==> src/rtl/mc_pkg.sv <==
// Shared constants and state encoding for the multicycle MIPS-subset controller.
package mc_pkg;

  localparam logic [5:0] OP_RTYPE = 6'b000000;
  localparam logic [5:0] OP_LW    = 6'b100011;
  localparam logic [5:0] OP_SW    = 6'b101011;
  localparam logic [5:0] OP_BEQ   = 6'b000100;
  localparam logic [5:0] OP_BNE   = 6'b000101;
  localparam logic [5:0] OP_ADDI  = 6'b001000;
  localparam logic [5:0] OP_J     = 6'b000010;

  localparam logic [5:0] FN_ADD = 6'b100000;
  localparam logic [5:0] FN_SUB = 6'b100010;
  localparam logic [5:0] FN_AND = 6'b100100;
  localparam logic [5:0] FN_OR  = 6'b100101;
  localparam logic [5:0] FN_SLT = 6'b101010;

  localparam logic [2:0] ALU_ADD = 3'b000;
  localparam logic [2:0] ALU_SUB = 3'b001;
  localparam logic [2:0] ALU_AND = 3'b010;
  localparam logic [2:0] ALU_OR  = 3'b011;
  localparam logic [2:0] ALU_SLT = 3'b100;

  localparam logic [1:0] SRCB_B      = 2'b00;
  localparam logic [1:0] SRCB_FOUR   = 2'b01;
  localparam logic [1:0] SRCB_IMM    = 2'b10;
  localparam logic [1:0] SRCB_IMM_SH = 2'b11;

  localparam logic [1:0] PCSRC_ALU    = 2'b00;
  localparam logic [1:0] PCSRC_ALUOUT = 2'b01;
  localparam logic [1:0] PCSRC_JUMP   = 2'b10;

  typedef enum logic [3:0] {
    S_FETCH    = 4'd0,
    S_DECODE   = 4'd1,
    S_MEMADR   = 4'd2,
    S_MEMREAD  = 4'd3,
    S_MEMWB    = 4'd4,
    S_MEMWRITE = 4'd5,
    S_EXECUTE  = 4'd6,
    S_ALUWB    = 4'd7,
    S_BRANCH   = 4'd8,
    S_ADDIEX   = 4'd9,
    S_ADDIWB   = 4'd10,
    S_JUMP     = 4'd11,
    S_BRANCHNE = 4'd12
  } state_t;

endpackage

==> src/rtl/mc_control_fsm_alu_decoder.sv <==
// R-type funct decode: ALU operation code plus a flag for supported functs.
module alu_decoder
  import mc_pkg::*;
#(
  parameter int FUNCT_W    = 6,
  parameter int ALU_CTRL_W = 3
) (
  input  logic [FUNCT_W-1:0]    funct,
  output logic [ALU_CTRL_W-1:0] aluControl,
  output logic                  functValid
);

  always_comb begin
    aluControl = ALU_ADD;
    functValid = 1'b1;
    case (funct)
      FN_ADD:  aluControl = ALU_ADD;
      FN_SUB:  aluControl = ALU_SUB;
      FN_AND:  aluControl = ALU_AND;
      FN_OR:   aluControl = ALU_OR;
      FN_SLT:  aluControl = ALU_SLT;
      default: functValid = 1'b0;
    endcase
  end

endmodule

==> src/rtl/mc_control_fsm.sv <==
// Multicycle main controller; optional bne support under CTRL_BNE_EN.
module mc_control_fsm
  import mc_pkg::*;
#(
  parameter int OPCODE_W   = 6,
  parameter int FUNCT_W    = 6,
  parameter int ALU_CTRL_W = 3
) (
  input  logic                  clk,
  input  logic                  reset,
  input  logic [OPCODE_W-1:0]   opcode,
  input  logic [FUNCT_W-1:0]    funct,
  input  logic                  zero,
  output logic                  pcEn,
  output logic                  iorD,
  output logic                  memWrite,
  output logic                  irWrite,
  output logic                  regDst,
  output logic                  memToReg,
  output logic                  regWrite,
  output logic                  aluSrcA,
  output logic [1:0]            aluSrcB,
  output logic [ALU_CTRL_W-1:0] aluControl,
  output logic [1:0]            pcSrc,
  output logic                  illegalOp,
  output logic [3:0]            state
);

  state_t                state_q, cur, nxt;
  logic [ALU_CTRL_W-1:0] fn_ctrl;
  logic                  fn_valid;
  logic                  pcWrite, branch, branchNe;
  logic                  ir_w, reg_w, mem_w, ill;

  alu_decoder #(.FUNCT_W(FUNCT_W), .ALU_CTRL_W(ALU_CTRL_W)) u_alu_dec (
    .funct     (funct),
    .aluControl(fn_ctrl),
    .functValid(fn_valid)
  );

  always_ff @(posedge clk) begin
    if (reset) state_q <= S_FETCH;
    else       state_q <= nxt;
  end

  always_comb begin
    // During reset the decode shows FETCH; write enables are masked below.
    cur        = reset ? S_FETCH : state_q;
    nxt        = S_FETCH;
    pcWrite    = 1'b0;
    branch     = 1'b0;
    branchNe   = 1'b0;
    ir_w       = 1'b0;
    reg_w      = 1'b0;
    mem_w      = 1'b0;
    ill        = 1'b0;
    iorD       = 1'b0;
    regDst     = 1'b0;
    memToReg   = 1'b0;
    aluSrcA    = 1'b0;
    aluSrcB    = SRCB_B;
    aluControl = ALU_ADD;
    pcSrc      = PCSRC_ALU;
    case (cur)
      S_FETCH: begin
        ir_w    = 1'b1;
        aluSrcB = SRCB_FOUR;
        pcWrite = 1'b1;
        nxt     = S_DECODE;
      end
      S_DECODE: begin
        aluSrcB = SRCB_IMM_SH;
        case (opcode)
          OP_LW, OP_SW: nxt = S_MEMADR;
          OP_RTYPE: begin
            if (fn_valid) nxt = S_EXECUTE;
            else          ill = 1'b1;
          end
          OP_BEQ:  nxt = S_BRANCH;
          OP_ADDI: nxt = S_ADDIEX;
          OP_J:    nxt = S_JUMP;
`ifdef CTRL_BNE_EN
          OP_BNE:  nxt = S_BRANCHNE;
`endif
          default: ill = 1'b1;
        endcase
      end
      S_MEMADR: begin
        aluSrcA = 1'b1;
        aluSrcB = SRCB_IMM;
        nxt     = (opcode == OP_SW) ? S_MEMWRITE : S_MEMREAD;
      end
      S_MEMREAD: begin
        iorD = 1'b1;
        nxt  = S_MEMWB;
      end
      S_MEMWB: begin
        memToReg = 1'b1;
        reg_w    = 1'b1;
      end
      S_MEMWRITE: begin
        iorD  = 1'b1;
        mem_w = 1'b1;
      end
      S_EXECUTE: begin
        aluSrcA    = 1'b1;
        aluControl = fn_ctrl;
        nxt        = S_ALUWB;
      end
      S_ALUWB: begin
        regDst = 1'b1;
        reg_w  = 1'b1;
      end
      S_BRANCH: begin
        aluSrcA    = 1'b1;
        aluControl = ALU_SUB;
        pcSrc      = PCSRC_ALUOUT;
        branch     = 1'b1;
      end
`ifdef CTRL_BNE_EN
      S_BRANCHNE: begin
        aluSrcA    = 1'b1;
        aluControl = ALU_SUB;
        pcSrc      = PCSRC_ALUOUT;
        branchNe   = 1'b1;
      end
`endif
      S_ADDIEX: begin
        aluSrcA = 1'b1;
        aluSrcB = SRCB_IMM;
        nxt     = S_ADDIWB;
      end
      S_ADDIWB: reg_w = 1'b1;
      S_JUMP: begin
        pcSrc   = PCSRC_JUMP;
        pcWrite = 1'b1;
      end
      default: nxt = S_FETCH;
    endcase
  end

  assign pcEn      = ~reset & (pcWrite | (branch & zero) | (branchNe & ~zero));
  assign irWrite   = ~reset & ir_w;
  assign regWrite  = ~reset & reg_w;
  assign memWrite  = ~reset & mem_w;
  assign illegalOp = ~reset & ill;
  assign state     = cur;

endmodule

==> config.mk <==
export PLATFORM = sky130hd
export DESIGN_NAME = mc_control_fsm
export DESIGN_NICKNAME = d
export VERILOG_FILES = /design/src/rtl/mc_pkg.sv /design/src/rtl/mc_control_fsm_alu_decoder.sv /design/src/rtl/mc_control_fsm.sv
export SDC_FILE = /design/constraint.sdc
export NUM_CORES = 1
export LEC_CHECK = 0
export ABC_AREA = 1
export ABC_CLOCK_PERIOD_IN_PS = 1700
export CAP_MARGIN = 20
export CORE_MARGIN = 1
export CORE_UTILIZATION = 35
export CTS_CLUSTER_SIZE = 14
export DETAILED_ROUTE_END_ITERATION = 12
export PLACE_DENSITY = 0.86
export SLEW_MARGIN = 20
export SYNTH_ARGS = -nofsm -noshare
export SYNTH_HDL_FRONTEND = slang
export SYNTH_SLANG_ARGS = --single-unit
==> constraint.sdc <==
create_clock -name clk -period 1.7 [get_ports clk]
set_input_delay 0.34 -clock clk [delete_from_list [all_inputs] [get_ports clk]]
set_output_delay 0.34 -clock clk [all_outputs]
set_load 0.1 [all_outputs]
==> results of run 1 <==
[cell families after synthesis]
family,Yosys count
buf+inv,21
flops,4
simple gates,77
compound gates,7
[stage by stage]
stage | instances | hold slack [ps]
global placement | 187 | 706
floorplan | 109 | 402
==> impl_metrics.csv, run 1 <==
group,metric,value,unit
synth,synth.most_common_cell,"nand2_1",
synth,synthTopCellsByArea,"nand2_1 (19%), nor2_1 (17%), dfxtp_1 (15%), inv_1 (9.5%), nand3_1 (5.5%)",
synth,synth_fa_ha_area_share,0,%
synth,synth.largest_area_cell,"nand2_1",
floorplan,start_util,39.8,%
floorplan,row_count,13,
synth,ys_warn_count,0,
synth,synth-seq-cells,4,
synth,synth_top_area_share,19.1,%
outcome,outcome,"aborted with a tool error",
outcome,error,"[ERROR DPL-0038] Utilization greater than 100%, impossible to legalize",
synth,synth.net_count,124,
synth,synth_cell_types,18,
place,port_buffers,34,
place,gp_congestion,0.796,
synth,synth_common_cells,"nand2_1 (28), nor2_1 (25), inv_1 (14)",
synth,synth_xor_area_share,0,%
synth,synth_edf_count,0,
synth,ys_seq_area_share,14.5,%
outcome,lastStage,"detailed placement (3_5_place_dp)",
synth,ys.flop_type,"dfxtp_1",
synth,avgSynthCellArea,5.05,sq um
floorplan,die_y,41.7,um
floorplan,io_pins,35,
synth,synth-async-reset-ratio,0,%
floorplan,fp.dieW,41.7,um
synth,syn_area,551,sq um
synth,synthSimpleGateAreaFrac,63.9,%
synth,synth.area.mux_share,0,%
synth,synth_top_family_by_area,"simple AND/OR/NAND/NOR gates",
synth,synthCells,109,
synth,synth-compound-area-share,7.27,%
==> run 2, diff against run 1 <==
--- a/config.mk
+++ b/config.mk
@@ -8,11 +8,10 @@
 export ABC_AREA = 1
 export ABC_CLOCK_PERIOD_IN_PS = 1700
 export CAP_MARGIN = 20
-export CORE_MARGIN = 1
-export CORE_UTILIZATION = 35
-export CTS_CLUSTER_SIZE = 14
+export CORE_AREA = 2 2 63 65
 export DETAILED_ROUTE_END_ITERATION = 12
-export PLACE_DENSITY = 0.86
+export DIE_AREA = 0 0 65 67
+export PLACE_DENSITY_LB_ADDON = 0.15
 export SLEW_MARGIN = 20
 export SYNTH_ARGS = -nofsm -noshare
 export SYNTH_HDL_FRONTEND = slang
==> impl_metrics.csv, run 2 <==
group,metric,value,unit
outcome,outcome,"finished with violations",
outcome,violations,"negative setup slack",
clocking,ctsRootBufferMaster,"clkbuf_8",
run,cap_viol_max_count,0,
synth,synth_edf_count,0,
final_layout,layout_commonest_cell,"buf_4",
final_layout,multi_input_area,677,sq um
timing,period_share,104,%
place,port_buffers,34,
floorplan,dieArea,4360,sq um
min_path,hold_path_depth,2,
synth,synthCells,109,
synth,synth.largest_area_cell,"nand2_1",
setup_path,rr_endpoint,"state_q[2]$_SDFF_PP0_",
min_path,min_from,"reset",
clocking,cts_tree,"yes",
setup_path,crit_fanout,5,
global_routing,grt_pass1_wl,4440,um
synth,synth.most_common_cell,"nand2_1",
synth,synth_common_cells,"nand2_1 (28), nor2_1 (25), inv_1 (14)",
place,dpl.hpwl,1980,um
final_layout,fillCellCount,337,
synth,ys_seq_area_share,14.5,%
clocking,hold_buffers,0,
synth,synth-async-reset-ratio,0,%
synth,synth_cell_types,18,
final_layout,seq_area,95.1,sq um
global_routing,antenna_found_initial,0,
final_layout,drive_gt1_share,75.9,%
final_layout,largest_reg_flops,4,
pwr,ir_drop,0.000143,V
min_path,holdPathEnd,"state_q[0]$_SDFF_PP0_",
timing,slew_viol_final,0,
timing,timing.final.hold_violations,0,
floorplan,fp.dieW,65,um
timing,clock_skew,3.68,ps
synth,synth-seq-cells,4,
floorplan,die_y,67,um
pwr,pwr-share-seq,17.0,%
setup_path,reg2reg_from,"state_q[3]$_SDFF_PP0_",
clocking,insertion_delay,220,ps
synth,ys_warn_count,0,
final_layout,largest_register,"state_q",
timing,maxSlewHeadroom,81.8,%
final_layout,syn_to_final_growth,251,%
setup_path,cp-startpoint,"state_q[0]$_SDFF_PP0_",
place,gp_congestion,0.807,
final_layout,final_cell_count_no_fill,247,
final_layout,finalNetCount,216,
pwr,power_density,298,nW/um^2
clocking,cts_buffer_depth,2,
global_routing,grt_max_degree,8,
final_layout,n_antenna_cell,0,
setup_path,rr_worst_depth,8,
timing,period_needed,1760,ps
setup_path,worst-r2r-setup-slack,320,ps
synth,synth_top_area_share,19.1,%
synth,synth.net_count,124,
clocking,htree_levels,1,
final_layout,most-common-layout-cells,"buf_4 (44), buf_12 (20), nor2_4 (12)",
global_routing,grt_pass1_vias,1016,
floorplan,row_count,22,
pwr,power_switching,0.215,mW
detailed_routing,dr.pass1.iters,4,
place,numPlacedInstances,221,
setup_path,cp-start-kind,"flip-flop",
floorplan,start_util,15.3,%
synth,avgSynthCellArea,5.05,sq um
pwr,p_clk_share,34.4,%
pwr,p_leak,0.946,nW
timing,layout_setup_ws,-64.5,ps
detailed_routing,vias,1005,
pwr,switching_share,37.3,%
synth,synthTopCellsByArea,"nand2_1 (19%), nor2_1 (17%), dfxtp_1 (15%), inv_1 (9.5%), nand3_1 (5.5%)",
min_path,hold_class,"in -> reg",
timing,tightest_slew,273,ps
pwr,combPwrFrac,48.6,%
synth,ys.flop_type,"dfxtp_1",
setup_path,crit_required,1360,ps
detailed_routing,wl_per_cell,11.0,um
pwr,p_int,0.361,mW
floorplan,io_pins,35,
synth,syn_area,551,sq um
detailed_routing,drtIter0Drc,14,
setup_path,criticalPathCategory,"reg -> out",
final_layout,reg_top3,"state_q: 4 flops",
clocking,cts_made_buffers,3,
clocking,cts.sinks,4,
setup_path,cp-end-kind,"output port",
detailed_routing,routed_wirelength,2730,um
timing,rsz0062_at_grt,"yes",
detailed_routing,drc_errors,0,
floorplan,coreArea,3610,sq um
timing,fmax,567,MHz
timing,setup_viol,6,
detailed_routing,ant_nets,0,
pwr,power,0.576,mW
global_routing,grt_overflow,0,
setup_path,arrival,1420,ps
global_routing,grt_use_total,13.2,%
clocking,clk_pin_slew_worst_paths,30,ps
detailed_routing,via_per_inst,4.07,
-- run 2: worst max path at each step --
| stage | end | slack (ps) | cells after the start |
|---|---|---|---|
| 3_5_place_dp | illegalOp | -540 | 10 |
| 3_3_place_gp | illegalOp | -520 | 10 |
| 6_report | aluControl[0] | -60 | 6 |
| 2_1_floorplan | pcEn | -760 | 7 |
| 5_1_grt | aluControl[0] | -140 | 6 |
| 4_1_cts | illegalOp | -80 | 10 |
-- run 2: logic make-up (layout without fill, tap and decap cells) --
| family | Yosys count | in the layout | share of synthesized area (%) |
|---|---|---|---|
| flops | 4 | 4 | 14.5 |
| compound gates | 7 | 7 | 7.27 |
| simple gates | 77 | 77 | 63.9 |
| buf+inv | 21 | 111 | 14.3 |
-- run 2: area by class of cell --
cell class | instances | share of cell area (%)
Tap cell | 48 | 3.11
Clock buffer | 3 | 2.14
Timing Repair Buffer | 87 | 48.4
Sequential cell | 4 | 4.92
Inverter | 21 | 6.35
Multi-Input combinational cell | 84 | 35.0
-- run 2: worst max-delay path: stages, from the launching register on --
cell and delay (ps):
dfxtp_4 360, nor3_4 290, nand2_4 130, nor2_4 110, nand2_2 50, nand3_2 90
buf_12 170
-- run 2: layer usage --
metal | part of all wire (%) | global-route usage, % | vias up
li1 | - | - | 517
met5 | 0 | 0 | -
met3 | 4.0 | 1.69 | 7
met2 | 60 | 28.0 | 32
met1 | 33 | 12.3 | 449
met4 | 2.1 | 5.59 | 0
-- run 2: power by group through the flow --
stage,Sequential [mW],Clock (mW),Combinational [mW]
after floorplan,0.102,0,0.127
after global placement,0.102,0,0.248
after detailed placement,0.102,0,0.252
after CTS,0.0999,0.199,0.273
after global routing,0.0983,0.218,0.295
final,0.0980,0.198,0.280
-- run 2: what timing repair did --
| item | in CTS | in global routing |
|---|---|---|
| endpoints found under the hold margin | 0 | 0 |
| buffers inserted | 19 | 5 |
| gates resized for setup | 59 | 37 |
| pin swaps | 24 | 25 |
| endpoints found under the setup margin | 20 | 16 |
-- run 2: metrics by stage --
step / worst slack, ps / area [sq um] / utilization [%] / hold slack (ps) / TNS (ps)
after global routing: -145 / 1930 / 53.6 / 352 / -690
final: -64.5 / 1930 / 53.6 / 354 / -140
after CTS: -80.2 / 1850 / 51.4 / 410 / -436
after global placement: -520 / 1530 / 42.5 / 709 / -8080
after detailed placement: -536 / 1530 / 42.5 / 705 / -8300
after floorplan: -760 / 696 / - / 402 / -4340
No activity file was read; power rests on OpenSTA's default activity.
==> run 3, diff against run 2 <==
--- a/config.mk
+++ b/config.mk
@@ -12,7 +12,9 @@
 export DETAILED_ROUTE_END_ITERATION = 12
 export DIE_AREA = 0 0 65 67
 export PLACE_DENSITY_LB_ADDON = 0.15
+export SKIP_LAST_GASP = 1
 export SLEW_MARGIN = 20
 export SYNTH_ARGS = -nofsm -noshare
 export SYNTH_HDL_FRONTEND = slang
+export SYNTH_HIERARCHICAL = 1
 export SYNTH_SLANG_ARGS = --single-unit
==> impl_metrics.csv, run 3 <==
group,metric,value,unit
outcome,outcome,"finished with violations",
detailed_routing,vias,1012,
timing,layout_setup_ws,-15.1,ps
synth,ys_seq_area_share,13.2,%
final_layout,syn_to_final_growth,214,%
pwr,power_density,305,nW/um^2
detailed_routing,drc_errors,0,
detailed_routing,ant_nets,0,
synth,synth_cell_types,17,
clocking,insertion_delay,210,ps
final_layout,most-common-layout-cells,"buf_4 (46), nor2_4 (19), buf_12 (19)",
clocking,htree_levels,1,
floorplan,start_util,16.8,%
setup_path,cpMostUsedCell,"nor2_4",
global_routing,grt.met1_usage,11.7,%
synth,avgSynthCellArea,5.27,sq um
synth,synthCells,115,
setup_path,critPathSlowestCell,"dlygate4sd2_1",
clocking,ctsRootBufferMaster,"clkbuf_8",
place,gp_congestion,0.780,
pwr,ir_drop,0.000222,V
final_layout,reg_top3,"state_q: 4 flops",
timing,maxSlewHeadroom,83.8,%
floorplan,dieArea,4360,sq um
synth,synth.largest_area_cell,"nor2_1",
timing,timing.final.hold_violations,0,
timing,slew_viol_final,0,
synth,synth.net_count,130,
final_layout,n_antenna_cell,0,
final_layout,drive_gt1_share,74.9,%
timing,finalSetupTns,-43.5,ps
detailed_routing,via_per_inst,4.03,
global_routing,grt_max_degree,6,
synth,synth_common_cells,"nor2_1 (29), inv_1 (21), nand2_1 (17)",
global_routing,grt_pass1_vias,1015,
final_layout,seq_area,90.1,sq um
synth,synth_edf_count,0,
setup_path,criticalPathCategory,"in -> out",
detailed_routing,dr.pass1.iters,4,
global_routing,grtUsageMet2,24.1,%
timing,tightest_slew,241,ps
clocking,clk_pin_slew_worst_paths,30,ps
synth,ys_warn_count,6,
setup_path,crit_required,1360,ps
global_routing,grt_overflow,0,
detailed_routing,wl_per_cell,9.73,um
global_routing,grt_use_total,11.4,%
floorplan,row_count,22,
final_layout,fin_util,52.7,%
outcome,violations,"negative setup slack",
final_layout,layout_commonest_cell,"buf_4",
pwr,p_leak,0.875,nW
setup_path,path_buf_inv,3,
setup_path,critical-path-top-delay-family,"buffers and inverters",
timing,period_share,101,%
timing,fmax,583,MHz
setup_path,crit_fanout,3,
pwr,power,0.580,mW
min_path,hold_class,"in -> reg",
clocking,hold_buffers,0,
floorplan,die_y,67,um
timing,period_needed,1720,ps
setup_path,arrival,1380,ps
place,port_buffers,34,
setup_path,crit_path_max_incr_delay,270,ps
timing,rsz0062_at_grt,"yes",
place,numPlacedInstances,232,
global_routing,grt_use_met3,1.69,%
setup_path,cp-end-kind,"output port",
synth,synth_top_area_share,18.0,%
synth,synth.most_common_cell,"nor2_1",
final_layout,multi_input_area,677,sq um
final_layout,largest_reg_flops,4,
floorplan,coreArea,3610,sq um
synth,syn_area,606,sq um
global_routing,antenna_found_initial,0,
floorplan,fp.dieW,65,um
synth,synth-async-reset-ratio,0,%
run,cap_viol_max_count,0,
final_layout,final_cell_count_no_fill,251,
synth,synthTopCellsByArea,"nor2_1 (18%), dfxtp_1 (13%), inv_1 (13%), nand3_1 (12%), nand2_1 (11%)",
final_layout,fillCellCount,347,
setup_path,path_cells,"dlygate4sd2_1, buf_4, nand2_2, nor2_2, nor2_4, nand3_2, nor2_4, buf_12",
global_routing,grt_busiest_layer,"met2",
synth,synth-seq-cells,4,
place,dpl.hpwl,1920,um
detailed_routing,routed_wirelength,2440,um
timing,clock_skew,2.15,ps
global_routing,grt_pass1_wl,4020,um
final_layout,finalNetCount,220,
clocking,cts_tree,"yes",
final_layout,largest_register,"state_q",
synth,ys.flop_type,"dfxtp_1",
floorplan,io_pins,35,
setup_path,cp-start-kind,"primary input",
clocking,cts_buffer_depth,2,
timing,setup_viol,4,
detailed_routing,drtIter0Drc,10,
clocking,cts_made_buffers,3,
clocking,cts.sinks,4,
run 3: logic make-up (layout without fill, tap and decap cells):
group           after synthesis  after routing  share of synthesized area, %
simple gates                 79             79                          65.3
flops                         4              4                          13.2
buf+inv                      26            114                          16.1
compound gates                6              6                          5.37
run 3: final cells by class:
class | count | share of cell area (%)
Tap cell | 48 | 3.16
Sequential cell | 4 | 4.74
Inverter | 26 | 5.99
Timing Repair Buffer | 85 | 48.3
Clock buffer | 3 | 2.17
Multi-Input combinational cell | 85 | 35.6
run 3: layer usage:
layer / share of wire (%) / wire length, um
met1: 36 / 877
met4: 0 / 0
met3: 3.5 / 86
met2: 61 / 1480
met5: 0 / 0
run 3: where the power goes:
part / switching, mW / total (mW) / internal [mW] / leakage, nW
sequential: 0.00188 / 0.0965 / 0.0946 / 0.0348
clock: 0.0448 / 0.195 / 0.151 / 0.0216
combinational: 0.165 / 0.288 / 0.123 / 0.819
run 3: path summary, 6_finish.rpt:
check                   startpoint                     to  slack [ps]  cells after the start
min                          reset  state_q[0]$_SDFF_PP0_         550                      4
max reg2reg  state_q[0]$_SDFF_PP0_  state_q[0]$_SDFF_PP0_         520                      8
max                      opcode[2]              illegalOp         -20                      8
min reg2reg  state_q[1]$_SDFF_PP0_  state_q[3]$_SDFF_PP0_         740                      4
run 3: worst min-delay path, delay by kind of cell:
kind / cells / cell delay [ps]
buffers and inverters: 3 / 330
AOI/OAI and AO/OA: 1 / 40
run 3: metrics by stage:
stage	setup WS, ps	hold slack, ps	area [sq um]
after global placement	-452	685	1570
after global routing	-81.1	572	1900
after floorplan	-966	409	703
final	-15.1	547	1900
after CTS	-40.0	576	1850
after detailed placement	-478	689	1570
run 3: repair_timing:
item	CTS	global route
buffers inserted	15	1
gates resized for setup	69	23
endpoints found under the setup margin	18	12
pin swaps	29	18
endpoints found under the hold margin	0	0
